--- config.mk ---
export PLATFORM = sky130hd
export DESIGN_NAME = phase_sequencer
export DESIGN_NICKNAME = d
export VERILOG_FILES = /design/src/rtl/phase_sequencer.sv
export SDC_FILE = /design/constraint.sdc
export NUM_CORES = 1
export LEC_CHECK = 0
export BUFFER_PORTS_ARGS = -buffer_cell sky130_fd_sc_hd__buf_2
export CAP_MARGIN = 20
export CORE_ASPECT_RATIO = 1.4
export CORE_MARGIN = 5
export CORE_UTILIZATION = 35
export CTS_CLUSTER_SIZE = 30
export DETAILED_ROUTE_END_ITERATION = 10
export PLACE_DENSITY = 0.62
export SLEW_MARGIN = 15
export SYNTH_ARGS = -nofsm -noshare
export SYNTH_HDL_FRONTEND = slang
export SYNTH_SLANG_ARGS = --single-unit
--- constraint.sdc ---
create_clock -name clk -period 2.7 [get_ports clk]
set_input_delay 0.27 -clock clk [delete_from_list [all_inputs] [get_ports clk]]
set_output_delay 0.27 -clock clk [all_outputs]
set_load 0.05 [all_outputs]
--- src/rtl/phase_sequencer.sv ---
// Phase sequencer: timed phases with pause and manual stepping.
// Optional cycle_done output when PHASE_SEQ_CYCLE_IRQ_EN is defined.
module phase_sequencer #(
   parameter int NUM_PHASES = 3,
   parameter int CNT_W      = 8,
   parameter int IDX_W      = 2
) (
   input  logic                        clk,
   input  logic                        rst_n,
   input  logic                        start,
   input  logic                        stop,
   input  logic                        progressive,
   input  logic                        regressive,
   input  logic [NUM_PHASES*CNT_W-1:0] dur,
   output logic [IDX_W-1:0]            phase_idx,
   output logic [NUM_PHASES-1:0]       phase_onehot,
   output logic [CNT_W-1:0]            cnt,
`ifdef PHASE_SEQ_CYCLE_IRQ_EN
   output logic                        cycle_done,
`endif
   output logic                        phase_done,
   output logic                        busy,
   output logic                        paused
);

   typedef enum logic [1:0] {
      ST_IDLE  = 2'd0,
      ST_RUN   = 2'd1,
      ST_PAUSE = 2'd2
   } state_e;

   localparam logic [IDX_W-1:0] LAST_IDX = IDX_W'(NUM_PHASES - 1);

   state_e           state_q, state_d;
   logic [IDX_W-1:0] idx_q, idx_d;
   logic [CNT_W-1:0] cnt_q, cnt_d;
   logic             done_q, done_d;
   logic             cyc_q, cyc_d;
   logic [CNT_W-1:0] cur_dur;
   logic [IDX_W-1:0] idx_inc, idx_dec;
   logic             step_fwd, step_bwd;

   always_comb begin
      cur_dur = '0;
      for (int k = 0; k < NUM_PHASES; k++) begin
         if (idx_q == IDX_W'(k)) cur_dur = dur[k*CNT_W +: CNT_W];
      end
   end

   assign idx_inc  = (idx_q == LAST_IDX) ? '0 : idx_q + IDX_W'(1);
   assign idx_dec  = (idx_q == '0) ? LAST_IDX : idx_q - IDX_W'(1);
   // Simultaneous forward and backward requests cancel out.
   assign step_fwd = progressive & ~regressive;
   assign step_bwd = regressive & ~progressive;

   always_comb begin
      state_d = state_q;
      idx_d   = idx_q;
      cnt_d   = cnt_q;
      done_d  = 1'b0;
      cyc_d   = 1'b0;
      if (stop) begin
         state_d = ST_IDLE;
         idx_d   = '0;
         cnt_d   = '0;
      end else begin
         unique case (state_q)
            ST_IDLE: begin
               idx_d = '0;
               cnt_d = '0;
               if (start) state_d = ST_RUN;
            end
            ST_RUN: begin
               if (start) begin
                  state_d = ST_PAUSE;
               end else if (step_fwd) begin
                  idx_d = idx_inc;
                  cnt_d = '0;
               end else if (step_bwd) begin
                  idx_d = idx_dec;
                  cnt_d = '0;
               end else if (cnt_q >= cur_dur) begin
                  idx_d  = idx_inc;
                  cnt_d  = '0;
                  done_d = 1'b1;
                  cyc_d  = (idx_q == LAST_IDX);
               end else begin
                  cnt_d = cnt_q + CNT_W'(1);
               end
            end
            ST_PAUSE: begin
               if (start) begin
                  state_d = ST_RUN;
               end else if (step_fwd) begin
                  idx_d = idx_inc;
                  cnt_d = '0;
               end else if (step_bwd) begin
                  idx_d = idx_dec;
                  cnt_d = '0;
               end
            end
            default: begin
               state_d = ST_IDLE;
               idx_d   = '0;
               cnt_d   = '0;
            end
         endcase
      end
   end

   always_ff @(posedge clk) begin
      if (!rst_n) begin
         state_q <= ST_IDLE;
         idx_q   <= '0;
         cnt_q   <= '0;
         done_q  <= 1'b0;
         cyc_q   <= 1'b0;
      end else begin
         state_q <= state_d;
         idx_q   <= idx_d;
         cnt_q   <= cnt_d;
         done_q  <= done_d;
         cyc_q   <= cyc_d;
      end
   end

   always_comb begin
      phase_onehot = '0;
      for (int k = 0; k < NUM_PHASES; k++) begin
         phase_onehot[k] = (state_q != ST_IDLE) && (idx_q == IDX_W'(k));
      end
   end

   assign phase_idx  = idx_q;
   assign cnt        = cnt_q;
   assign phase_done = done_q;
   assign busy       = (state_q == ST_RUN);
   assign paused     = (state_q == ST_PAUSE);

`ifdef PHASE_SEQ_CYCLE_IRQ_EN
   assign cycle_done = cyc_q;
`else
   logic unused_cyc;
   assign unused_cyc = cyc_q;
`endif

endmodule
==> summary.log, run 1 <==
qor: drt.met1_length 1481 µm
qor: global_route.grt_pass1_vias 1149
qor: drt.detailroute.wirelength.met3 169 µm
qor: timing.final_setup_skew 0.5582 ps
qor: worst_setup_path.critPathMaxFanout 8
qor: logic_synthesis.post_synth_num_cell_types 32
qor: final_layout.stdcell_area 1695 µm²
qor: power_and_ir_drop.cell_internal_pwr 0.3451 mW
qor: logic_synthesis.synth-warning-count 0
qor: global_route.grt_pass1_wl 4947 µm
qor: worst_setup_path.crit-reg2reg-capture phase_idx[0]$_SDFFE_PP0P_
qor: logic_synthesis.synth_commonest_cells sky130_fd_sc_hd__ha_1, sky130_fd_sc_hd__a21oi_1, sky130_fd_sc_hd__nor2_1
qor: final_layout.post-route-util 0.5065
qor: worst_setup_path.rrSetupSlack 30 ps
qor: cts.clk_pin_slew 60 ps
qor: drt.met2WireLength 1720 µm
qor: global_route.grt_antenna_before_repair 0
qor: worst_setup_path.crit_path_largest_cell_delay 410 ps
qor: drt.via_per_inst 5.219
qor: placement.buffer_ports.inserted 45
qor: power_and_ir_drop.power.share.sequential 0.401
qor: logic_synthesis.synth_async_sr_flop_share 0
qor: cts.cts_hold_repair.buffers 0
qor: power_and_ir_drop.clockPowerShare 0.367
qor: worst_setup_path.critical_path.endpoint_type register
qor: logic_synthesis.netlist.top_cell.by_area sky130_fd_sc_hd__dfxtp_1
qor: power_and_ir_drop.power.density 284.0 nW/µm²
qor: logic_synthesis.synth_top_cells_by_area sky130_fd_sc_hd__dfxtp_1, sky130_fd_sc_hd__ha_1, sky130_fd_sc_hd__a21oi_1
qor: die.total_die_area 4724 µm²
qor: die.pin_count 46
qor: die.start_util 0.3593
qor: placement.hpwl 2556 µm
qor: worst_setup_path.crit_chain inv_4, ha_4, nor2b_4, buf_4, a22oi_2, nor2_1, a21oi_1, ha_1, or3_4, a311oi_4, clkbuf_16, o211ai_1, o41ai_1
qor: worst_setup_path.worstSetupPathType register to register
qor: logic_synthesis.synthesis.area 1202 µm²
qor: power_and_ir_drop.swShare 0.2833
qor: run.maxCapViolCount 0
qor: power_and_ir_drop.totalPowerFinal 0.4815 mW
qor: cts.cts_num_sinks 13
qor: cts.cts.htree.levels 1
qor: worst_setup_path.required 2840 ps
qor: logic_synthesis.yosysMostFrequentCell sky130_fd_sc_hd__ha_1
qor: final_layout.fin_nets 257
qor: drt.top_signal_layer_used met4
qor: timing.timing.final.hold_violations 0
qor: timing.final.min_clock_period 2672 ps
qor: timing.rsz0062_at_grt yes
qor: placement.post-place-ws -3.122 ps
qor: cts.cts.root.buffer_cell sky130_fd_sc_hd__clkbuf_8
qor: global_route.global_route.usage.total 0.1312
qor: power_and_ir_drop.power.leakage 0.7547 nW
qor: cts.cts_max_path_buffers 2
qor: logic_synthesis.seq_area_frac_synth 0.2164
qor: logic_synthesis.synth_top_area_frac 0.2164
qor: final_layout.n_antenna_cell 0
qor: power_and_ir_drop.irDropWorstVdd 252.5 µV
qor: global_route.largest_net_degree_at_the_start_of_global_routing 17
qor: drt.drt_iter0_markers 48
qor: placement.gp_congestion 0.7738
qor: drt.detail_route.wirelength 3396 µm
qor: logic_synthesis.postSynth.topFlopCell sky130_fd_sc_hd__dfxtp_1
qor: worst_setup_path.worst_path_dominant_cell_family compound AO/OA/AOI/OAI gates
qor: drt.drtPass1Iterations 4
qor: final_layout.fraction_of_final_layout_cells_sized_beyond_drive_strength_1 0.4010
qor: drt.antenna_left 0
qor: placement.placed_area 1523 µm²
qor: worst_setup_path.worst-path-buf-inv 3
qor: worst_setup_path.timing.reg2reg.worst_path_depth 13
qor: timing.post-route-worst-setup-slack 28.18 ps
qor: hold_path.holdCritPathClass input pin to register
qor: timing.clock.fmax 374.3 MHz
qor: die.die_width 59.54 µm
qor: worst_setup_path.critPathArrivalTime 2810 ps
qor: cts.clkLatencyLatePin 240 ps
qor: die.rows 25
qor: logic_synthesis.mappedNetlistNets 207
qor: worst_setup_path.critical_path.startpoint_type register
qor: timing.worstMarginPinSlew 427.9 ps
qor: drt.avgRoutedWirePerCell 13.75 µm
qor: drt.remaining_design_rule_violation_count 0
qor: die.dieHeight 79.35 µm
qor: timing.timing.final.setup_violations 0
qor: power_and_ir_drop.power.switching 0.1364 mW
qor: logic_synthesis.avg_cell_area_syn 7.610 µm²
qor: final_layout.syn_to_final_growth 41.00%
qor: timing.setup-tns-final 0 ps
qor: hold_path.worstHoldEndpoint phase_done$_SDFF_PP0_
qor: timing.max-slew-margin-rel 0.7147
qor: drt.via_count 1289
qor: global_route.overall_overflow_remaining_after_global_route 0
qor: outcome.status finished, final reports clean
qor: timing.timing.final.max_slew_violations 0
qor: die.placeableCoreArea 3347 µm²
qor: hold_path.min_path_cells 2
qor: worst_setup_path.critPathSlowestCell sky130_fd_sc_hd__a311oi_4
qor: timing.timing.final.crit_share 0.9896
qor: cts.cts_tree built
qor: logic_synthesis.synth_seq_cells 13
qor: worst_setup_path.rr_startpoint phase_idx[0]$_SDFFE_PP0P_
qor: hold_path.worstHoldStart start
qor: logic_synthesis.number_of_synthesized_flops_with_an_enable_pin 0
qor: logic_synthesis.syn-instance-count 158
qor: power_and_ir_drop.power_frac_comb 0.232
qor: cts.numCtsBuffers 3
## stage by stage
stage               hold slack [ps]  std cells
floorplan                     492.5        158
global placement              504.9        240
detailed placement            520.1        240
CTS                           317.8        244
global route                  338.7        247
finish                        323.9        247
## routing by layer
metal,vias to the layer above,track usage
met3,4,0.01789
met5,-,0
met1,585,0.1673
met4,0,0.03991
li1,670,-
met2,30,0.2232
## state kept, by name (all words and copies together) (netlist names)
register and count:
phase_idx 2, phase_done 1, cnt 8, state_q 2
## kinds of logic (layout without fill, tap and decap cells)
group           count (synthesis)  after routing  share of synthesized area
simple gates                   63             63                     0.2539
buf+inv                        16             65                    0.05619
flops                          13             13                     0.2164
fa+ha+maj                      19             19                     0.1977
compound gates                 47             47                     0.2758
## worst max path at each step
stage,from,to,slack (ps),cells past startpoint
3_3_place_gp,phase_idx[1]$_SDFFE_PP0P_,cnt[2]$_SDFFE_PP0P_,30,12
2_1_floorplan,phase_idx[1]$_SDFFE_PP0P_,cnt[5]$_SDFFE_PP0P_,-90,13
6_report,phase_idx[0]$_SDFFE_PP0P_,phase_idx[0]$_SDFFE_PP0P_,30,13
5_1_grt,phase_idx[0]$_SDFFE_PP0P_,phase_idx[0]$_SDFFE_PP0P_,-140,14
3_5_place_dp,phase_idx[1]$_SDFFE_PP0P_,cnt[2]$_SDFFE_PP0P_,-3,12
4_1_cts,phase_idx[1]$_SDFFE_PP0P_,cnt[2]$_SDFFE_PP0P_,20,12
## layout by cell type, fill, tap and decap left out, types with 3 or more instances in the layout
cell	Yosys	layout
sky130_fd_sc_hd__a21oi_2	0	3
sky130_fd_sc_hd__dfxtp_1	13	11
sky130_fd_sc_hd__o211ai_1	3	3
sky130_fd_sc_hd__nor3_1	7	7
sky130_fd_sc_hd__a22oi_2	0	4
sky130_fd_sc_hd__ha_1	19	17
sky130_fd_sc_hd__a31oi_1	5	5
sky130_fd_sc_hd__nand3_1	10	6
sky130_fd_sc_hd__buf_2	0	45
sky130_fd_sc_hd__nand3_2	1	5
sky130_fd_sc_hd__nand2_1	14	14
sky130_fd_sc_hd__inv_1	8	6
sky130_fd_sc_hd__a21oi_1	16	13
sky130_fd_sc_hd__o21ai_1	4	3
sky130_fd_sc_hd__clkbuf_8	0	3
sky130_fd_sc_hd__a22oi_1	9	5
sky130_fd_sc_hd__nor2_1	16	16
sky130_fd_sc_hd__buf_4	0	6
sky130_fd_sc_hd__nor2b_1	5	4
## power groups by stage
stage	Clock, mW	Sequential [mW]	Combinational, mW
global placement	0	0.197	0.101
CTS	0.182	0.193	0.101
finish	0.177	0.193	0.112
detailed placement	0	0.197	0.101
floorplan	0	0.198	0.0638
global route	0.191	0.193	0.124
## final cells by class
class	count	area, µm²
clock buffers	4	45.04
flip-flops and latches	13	267.8
inverters	8	35.03
well taps	40	50.05
fillers	329	1652
multi-input cells	129	982.2
repair buffers	53	315.3
## worst register-to-register path, cell delays in order (launching register included)
cell and delay, ps:
sky130_fd_sc_hd__dfxtp_4 390, sky130_fd_sc_hd__inv_4 50, sky130_fd_sc_hd__ha_4 150, sky130_fd_sc_hd__nor2b_4 130, sky130_fd_sc_hd__buf_4 150, sky130_fd_sc_hd__a22oi_2 130, sky130_fd_sc_hd__nor2_1 50, sky130_fd_sc_hd__a21oi_1 120
sky130_fd_sc_hd__ha_1 240, sky130_fd_sc_hd__or3_4 350, sky130_fd_sc_hd__a311oi_4 410, sky130_fd_sc_hd__clkbuf_16 230, sky130_fd_sc_hd__o211ai_1 90, sky130_fd_sc_hd__o41ai_1 80
## repair_timing
| item | 4_1_cts | 5_1_grt |
|---|---|---|
| setup buffers | 0 | 2 |
| gates resized for setup | 1 | 16 |
| setup endpoints to repair | 3 | 10 |
| cloned | 0 | 1 |
| endpoints found under the hold margin | 0 | 0 |
| pin swaps | 0 | 6 |
Power figures use the tool's default switching activity.
==> inputs of run 2 (changes only) <==
PLACE_DENSITY = 0.63   (was 0.62)
==> run 2 against run 1 <==
Compared with the run above:
- cell count unchanged
- critical path depth decreased by 1
- combinational power decreased by 4%
- sequential cell count unchanged
==> summary.log, run 2 (synthesis results as in run 1) <==
qor: timing.max-slew-margin-rel 0.7457
qor: global_route.grt_pass1_vias 1203
qor: drt.detailroute.wirelength.met3 192 µm
qor: drt.via_per_inst 5.259
qor: final_layout.largest_register_ffs 8
qor: drt.antenna_left 0
qor: worst_setup_path.crit_chain inv_4, ha_4, nor2b_4, a22oi_2, o21ai_1, ha_1, nand2b_4, a2111o_1, a311oi_4, buf_6, nand3_2, a31oi_1
qor: die.start_util 0.3593
qor: power_and_ir_drop.power.density 290.6 nW/µm²
qor: global_route.overall_overflow_remaining_after_global_route 0
qor: timing.whs 313.2 ps
qor: placement.hpwl 2579 µm
qor: worst_setup_path.worst_setup_path_endpoint cnt[6]$_SDFFE_PP0P_
qor: cts.cts.root.buffer_cell sky130_fd_sc_hd__clkbuf_8
qor: final_layout.syn_to_final_growth 37.25%
qor: drt.met1_length 1342 µm
qor: die.total_die_area 4724 µm²
qor: drt.drtPass1Iterations 4
qor: die.rows 25
qor: cts.cts_tree built
qor: drt.met2WireLength 1676 µm
qor: timing.worstMarginPinSlew 381.2 ps
qor: placement.placedCellCount 241
qor: hold_path.holdCritPathClass input pin to register
qor: worst_setup_path.critPathMaxFanout 8
qor: die.dieHeight 79.35 µm
qor: worst_setup_path.critical_path.endpoint_type register
qor: global_route.grt_pass1_wl 5037 µm
qor: global_route.grt_antenna_before_repair 0
qor: final_layout.stdcell_area 1650 µm²
qor: worst_setup_path.critPathArrivalTime 2800 ps
qor: drt.detail_route.wirelength 3233 µm
qor: die.pin_count 46
qor: final_layout.fin_nets 257
qor: cts.cts_num_sinks 13
qor: final_layout.layoutNonFillerInstCount 247
qor: global_route.global_route.usage.total 0.1328
qor: final_layout.most_common_cell_after_layout_fill_and_taps_aside sky130_fd_sc_hd__buf_2
qor: placement.post-place-ws -5.327 ps
qor: timing.timing.final.max_slew_violations 0
qor: worst_setup_path.critPathSlowestCell sky130_fd_sc_hd__a2111o_1
qor: power_and_ir_drop.totalPowerFinal 0.4795 mW
qor: cts.cts.htree.levels 1
qor: drt.remaining_design_rule_violation_count 0
qor: worst_setup_path.rrSetupSlack 70 ps
qor: timing.setup-tns-final 0 ps
qor: die.die_width 59.54 µm
qor: worst_setup_path.worstSetupPathType register to register
qor: placement.placed_area 1518 µm²
qor: worst_setup_path.critical_path.startpoint_type register
qor: drt.drt_iter0_markers 38
qor: worst_setup_path.worstSetupPathDepth 12
qor: final_layout.n_antenna_cell 0
qor: placement.gp_congestion 0.7658
qor: timing.timing.final.setup_violations 0
qor: worst_setup_path.crit-reg2reg-capture cnt[6]$_SDFFE_PP0P_
qor: power_and_ir_drop.irDropWorstVdd 273.3 µV
qor: timing.rsz0062_at_grt yes
qor: drt.top_signal_layer_used met4
qor: worst_setup_path.worst_setup_path_startpoint phase_idx[0]$_SDFFE_PP0P_
qor: worst_setup_path.timing.reg2reg.worst_path_depth 12
qor: drt.avgRoutedWirePerCell 13.09 µm
qor: final_layout.post-route-util 0.4931
qor: timing.timing.final.hold_violations 0
qor: cts.clk_pin_slew 60 ps
qor: run.maxCapViolCount 0
qor: cts.clkLatencyLatePin 240 ps
qor: worst_setup_path.required 2870 ps
qor: hold_path.worstHoldStart start
qor: timing.clock.fmax 379.9 MHz
qor: die.placeableCoreArea 3347 µm²
qor: drt.via_count 1299
qor: cts.numCtsBuffers 3
qor: worst_setup_path.rr_startpoint phase_idx[0]$_SDFFE_PP0P_
qor: final_layout.fraction_of_final_layout_cells_sized_beyond_drive_strength_1 0.3768
qor: timing.post-route-worst-setup-slack 67.38 ps
qor: outcome.status finished, final reports clean
qor: cts.cts_max_path_buffers 2
qor: placement.buffer_ports.inserted 45
qor: timing.final_setup_skew 2.612 ps
qor: final_layout.layout_common_cells sky130_fd_sc_hd__buf_2, sky130_fd_sc_hd__ha_1, sky130_fd_sc_hd__nor2_1
qor: worst_setup_path.worst_path_dominant_cell_family compound AO/OA/AOI/OAI gates
qor: global_route.largest_net_degree_at_the_start_of_global_routing 15
qor: power_and_ir_drop.power.leakage 0.7464 nW
qor: timing.timing.final.crit_share 0.9750
qor: worst_setup_path.crit_path_largest_cell_delay 460 ps
qor: cts.cts_hold_repair.buffers 0
qor: timing.final.min_clock_period 2633 ps
qor: worst_setup_path.worst-path-buf-inv 2
-- run 2: cell count changes in the layout (fill, tap and decap cells not counted) --
| cell | change |
|---|---|
| sky130_fd_sc_hd__nand3_1 | +1 |
| sky130_fd_sc_hd__a22oi_1 | +2 |
| sky130_fd_sc_hd__nand3_2 | -1 |
| sky130_fd_sc_hd__clkbuf_16 | -1 |
| sky130_fd_sc_hd__buf_6 | +2 |
| sky130_fd_sc_hd__a21oi_1 | +2 |
| sky130_fd_sc_hd__a21oi_2 | -2 |
| sky130_fd_sc_hd__a22oi_2 | -2 |
| sky130_fd_sc_hd__buf_12 | -1 |
-- run 2: worst register-to-register path: cells and delay by family (launching register included) --
family                     cells  cell delay [ps]
DFF                            1              380
buffers and inverters          2              230
and+or+nand+nor                3              330
adders and majority gates      2              440
AOI/OAI and AO/OA              5             1170
-- run 2: repair_timing --
action                     4_1_cts  5_1_grt
cloned                           0        0
setup endpoints to repair        4       10
pin swaps                        1       11
resized for setup                5        9
setup buffers                    0        2
-- run 2: power breakdown --
part,switching [mW],internal [mW]
registers,0.00162,0.192
clock network,0.0751,0.104
logic,0.0603,0.0466
-- run 2: worst min-delay path by stage --
stage,endpoint,depth (start not counted)
finish,phase_done$_SDFF_PP0_,2
global route,phase_done$_SDFF_PP0_,2
CTS,phase_done$_SDFF_PP0_,2
detailed placement,cnt[0]$_SDFFE_PP0P_,2
global placement,cnt[0]$_SDFFE_PP0P_,2
floorplan,state_q[1]$_SDFFE_PP0P_,2
-- run 2: cell type report --
type	instances	area, µm²
clock buffers	4	45.04
inverters	8	35.03
flip-flops and latches	13	267.8
repair buffers	53	292.8
fillers	358	1697
well taps	40	50.05
multi-input cells	129	959.7
-- run 2: routing by layer --
layer  GRT usage  vias to the layer above
met5           0                        -
met4     0.03991                        0
met3     0.01789                        2
met1      0.1526                      593
met2      0.2451                       31
li1            -                      673
==> inputs of run 3 (changes only) <==
CELL_PAD_IN_SITES_DETAIL_PLACEMENT = 1   (was unset)
CELL_PAD_IN_SITES_GLOBAL_PLACEMENT = 1   (was unset)
CORE_UTILIZATION = 31   (was 35)
PLACE_DENSITY = 0.76   (was 0.63)
==> run 3 against run 2 <==
Compared with the run above:
- routed wire length rose by 25%
- via count rose by 6.8%
- design area rose by 4.3%
- sequential power barely moved
- clock skew rose by 1.2 ps
- cell count rose by 2.0%
- combinational power rose by 10%
- clock power barely moved
- first-iteration DRC count rose by 11%
==> summary.log, run 3 (synthesis results as in run 1) <==
qor: cts.clkLatencyLatePin 250 ps
qor: timing.timing.final.hold_violations 0
qor: final_layout.post-route-util 0.4642
qor: drt.remaining_design_rule_violation_count 0
qor: cts.numCtsBuffers 3
qor: power_and_ir_drop.irDropWorstVdd 282.0 µV
qor: drt.via_count 1387
qor: final_layout.layout_common_cells sky130_fd_sc_hd__buf_2, sky130_fd_sc_hd__ha_1, sky130_fd_sc_hd__nand2_1, sky130_fd_sc_hd__nor2_1, sky130_fd_sc_hd__a21oi_1
qor: drt.drtPass1Iterations 4
qor: placement.gp_congestion 0.7647
qor: final_layout.largest_register_ffs 8
qor: cts.cts_max_path_buffers 2
qor: placement.buffer_ports.inserted 45
qor: drt.avgRoutedWirePerCell 16.00 µm
qor: global_route.grt_pass1_vias 1429
qor: cts.clk_pin_slew 60 ps
qor: cts.cts_hold_repair.buffers 0
qor: final_layout.fill_cells 466
qor: timing.post-route-worst-setup-slack 22.73 ps
qor: final_layout.n_antenna_cell 0
qor: die.rows 26
qor: worst_setup_path.worstSetupPathType register to register
qor: worst_setup_path.required 2870 ps
qor: final_layout.syn_to_final_growth 43.18%
qor: worst_setup_path.crit_chain inv_4, ha_4, nor2b_4, a22oi_2, nor2_2, a21oi_2, ha_1, a2111o_1, a311oi_4, buf_6, nand3_2, a31oi_1
qor: power_and_ir_drop.power.density 284.6 nW/µm²
qor: die.die_width 62.64 µm
qor: hold_path.holdCritPathClass input pin to register
qor: global_route.grt_pass1_wl 6527 µm
qor: worst_setup_path.critPathSlowestCell sky130_fd_sc_hd__a2111o_1
qor: power_and_ir_drop.totalPowerFinal 0.4900 mW
qor: outcome.status finished, final reports clean
qor: timing.timing.final.crit_share 0.9916
qor: timing.timing.final.max_slew_violations 0
qor: drt.antenna_left 0
qor: final_layout.fraction_of_final_layout_cells_sized_beyond_drive_strength_1 0.4381
qor: timing.timing.final.setup_violations 0
qor: die.start_util 0.3242
qor: timing.clock.fmax 373.5 MHz
qor: worst_setup_path.critical_path.startpoint_type register
qor: placement.hpwl 3117 µm
qor: global_route.grt_antenna_before_repair 0
qor: worst_setup_path.crit_path_largest_cell_delay 460 ps
qor: drt.via_per_inst 5.504
qor: global_route.largest_net_degree_at_the_start_of_global_routing 15
qor: run.maxCapViolCount 0
qor: global_route.global_route.usage.total 0.1470
qor: timing.max-slew-margin-rel 0.7243
qor: final_layout.most_common_cell_after_layout_fill_and_taps_aside sky130_fd_sc_hd__buf_2
qor: worst_setup_path.rrSetupSlack 20 ps
qor: timing.final_setup_skew 3.846 ps
qor: final_layout.fin_nets 260
qor: global_route.overall_overflow_remaining_after_global_route 0
qor: die.dieHeight 83.69 µm
qor: cts.cts_tree built
qor: worst_setup_path.worst-path-buf-inv 2
qor: worst_setup_path.critPathMaxFanout 8
qor: placement.post-place-ws -71.87 ps
qor: worst_setup_path.critical_path.endpoint_type register
qor: die.placeableCoreArea 3709 µm²
qor: cts.cts_num_sinks 13
qor: cts.cts.htree.levels 1
qor: worst_setup_path.worst_path_dominant_cell_family compound AO/OA/AOI/OAI gates
qor: die.total_die_area 5242 µm²
qor: timing.final.min_clock_period 2677 ps
qor: timing.worstMarginPinSlew 412.7 ps
qor: die.pin_count 46
qor: drt.drt_iter0_markers 42
qor: cts.cts.root.buffer_cell sky130_fd_sc_hd__clkbuf_8
qor: timing.setup-tns-final 0 ps
qor: power_and_ir_drop.power.leakage 0.7723 nW
qor: worst_setup_path.critPathArrivalTime 2840 ps
qor: timing.rsz0062_at_grt yes
qor: drt.detail_route.wirelength 4031 µm
[run 3: cell types whose count changed in the layout (fill, tap and decap cells not counted), moves of 2 or more]
cell,before,now
sky130_fd_sc_hd__a21oi_1,15,13
sky130_fd_sc_hd__buf_4,6,8
sky130_fd_sc_hd__nor2_1,16,14
sky130_fd_sc_hd__a22oi_1,7,4
sky130_fd_sc_hd__a21oi_2,1,3
sky130_fd_sc_hd__a22oi_2,2,5
sky130_fd_sc_hd__nor2_2,0,2
[run 3: final cells by class]
class	instances	area (µm²)	share of cell area
multi-input cells	129	1001	0.5814
flip-flops and latches	13	267.8	0.1555
well taps	42	52.55	0.03052
clock inverters	1	5.005	0.002907
repair buffers	56	319.1	0.1853
inverters	8	35.03	0.02035
clock buffers	3	41.29	0.02398
[run 3: stage by stage]
step	instance area (µm²)	hold WS, ps	std cells
finish	1722	309.4	252
global route	1722	330.1	252
CTS	1649	308.7	249
detailed placement	1513	514.0	242
global placement	1513	501.0	242
floorplan	1247	492.5	158
[run 3: final timing paths]
check / start / depth (start not counted) / endpoint
worst max-delay path: phase_idx[0]$_SDFFE_PP0P_ / 12 / cnt[6]$_SDFFE_PP0P_
worst min-delay path: start / 2 / phase_done$_SDFF_PP0_
worst max register to register: phase_idx[0]$_SDFFE_PP0P_ / 12 / cnt[6]$_SDFFE_PP0P_
worst min register to register: cnt[0]$_SDFFE_PP0P_ / 2 / cnt[0]$_SDFFE_PP0P_
[run 3: report_power, final]
group | internal, mW | leakage [nW] | switching, mW
registers | 0.192 | 0.107 | 0.00168
logic | 0.0511 | 0.640 | 0.0671
clock network | 0.102 | 0.0255 | 0.0763
[run 3: per-layer routing]
metal,vias up,track usage,part of all wire
met5,-,0,0
li1,679,-,-
met2,31,0.2755,0.55
met4,0,0.04054,0.013
met3,5,0.02561,0.038
met1,672,0.1657,0.40
[run 3: timing repair]
item | 4_1_cts | 5_1_grt
pin swaps | 8 | 16
resized for setup | 13 | 12
setup endpoints to repair | 10 | 10
buffers inserted | 3 | 3
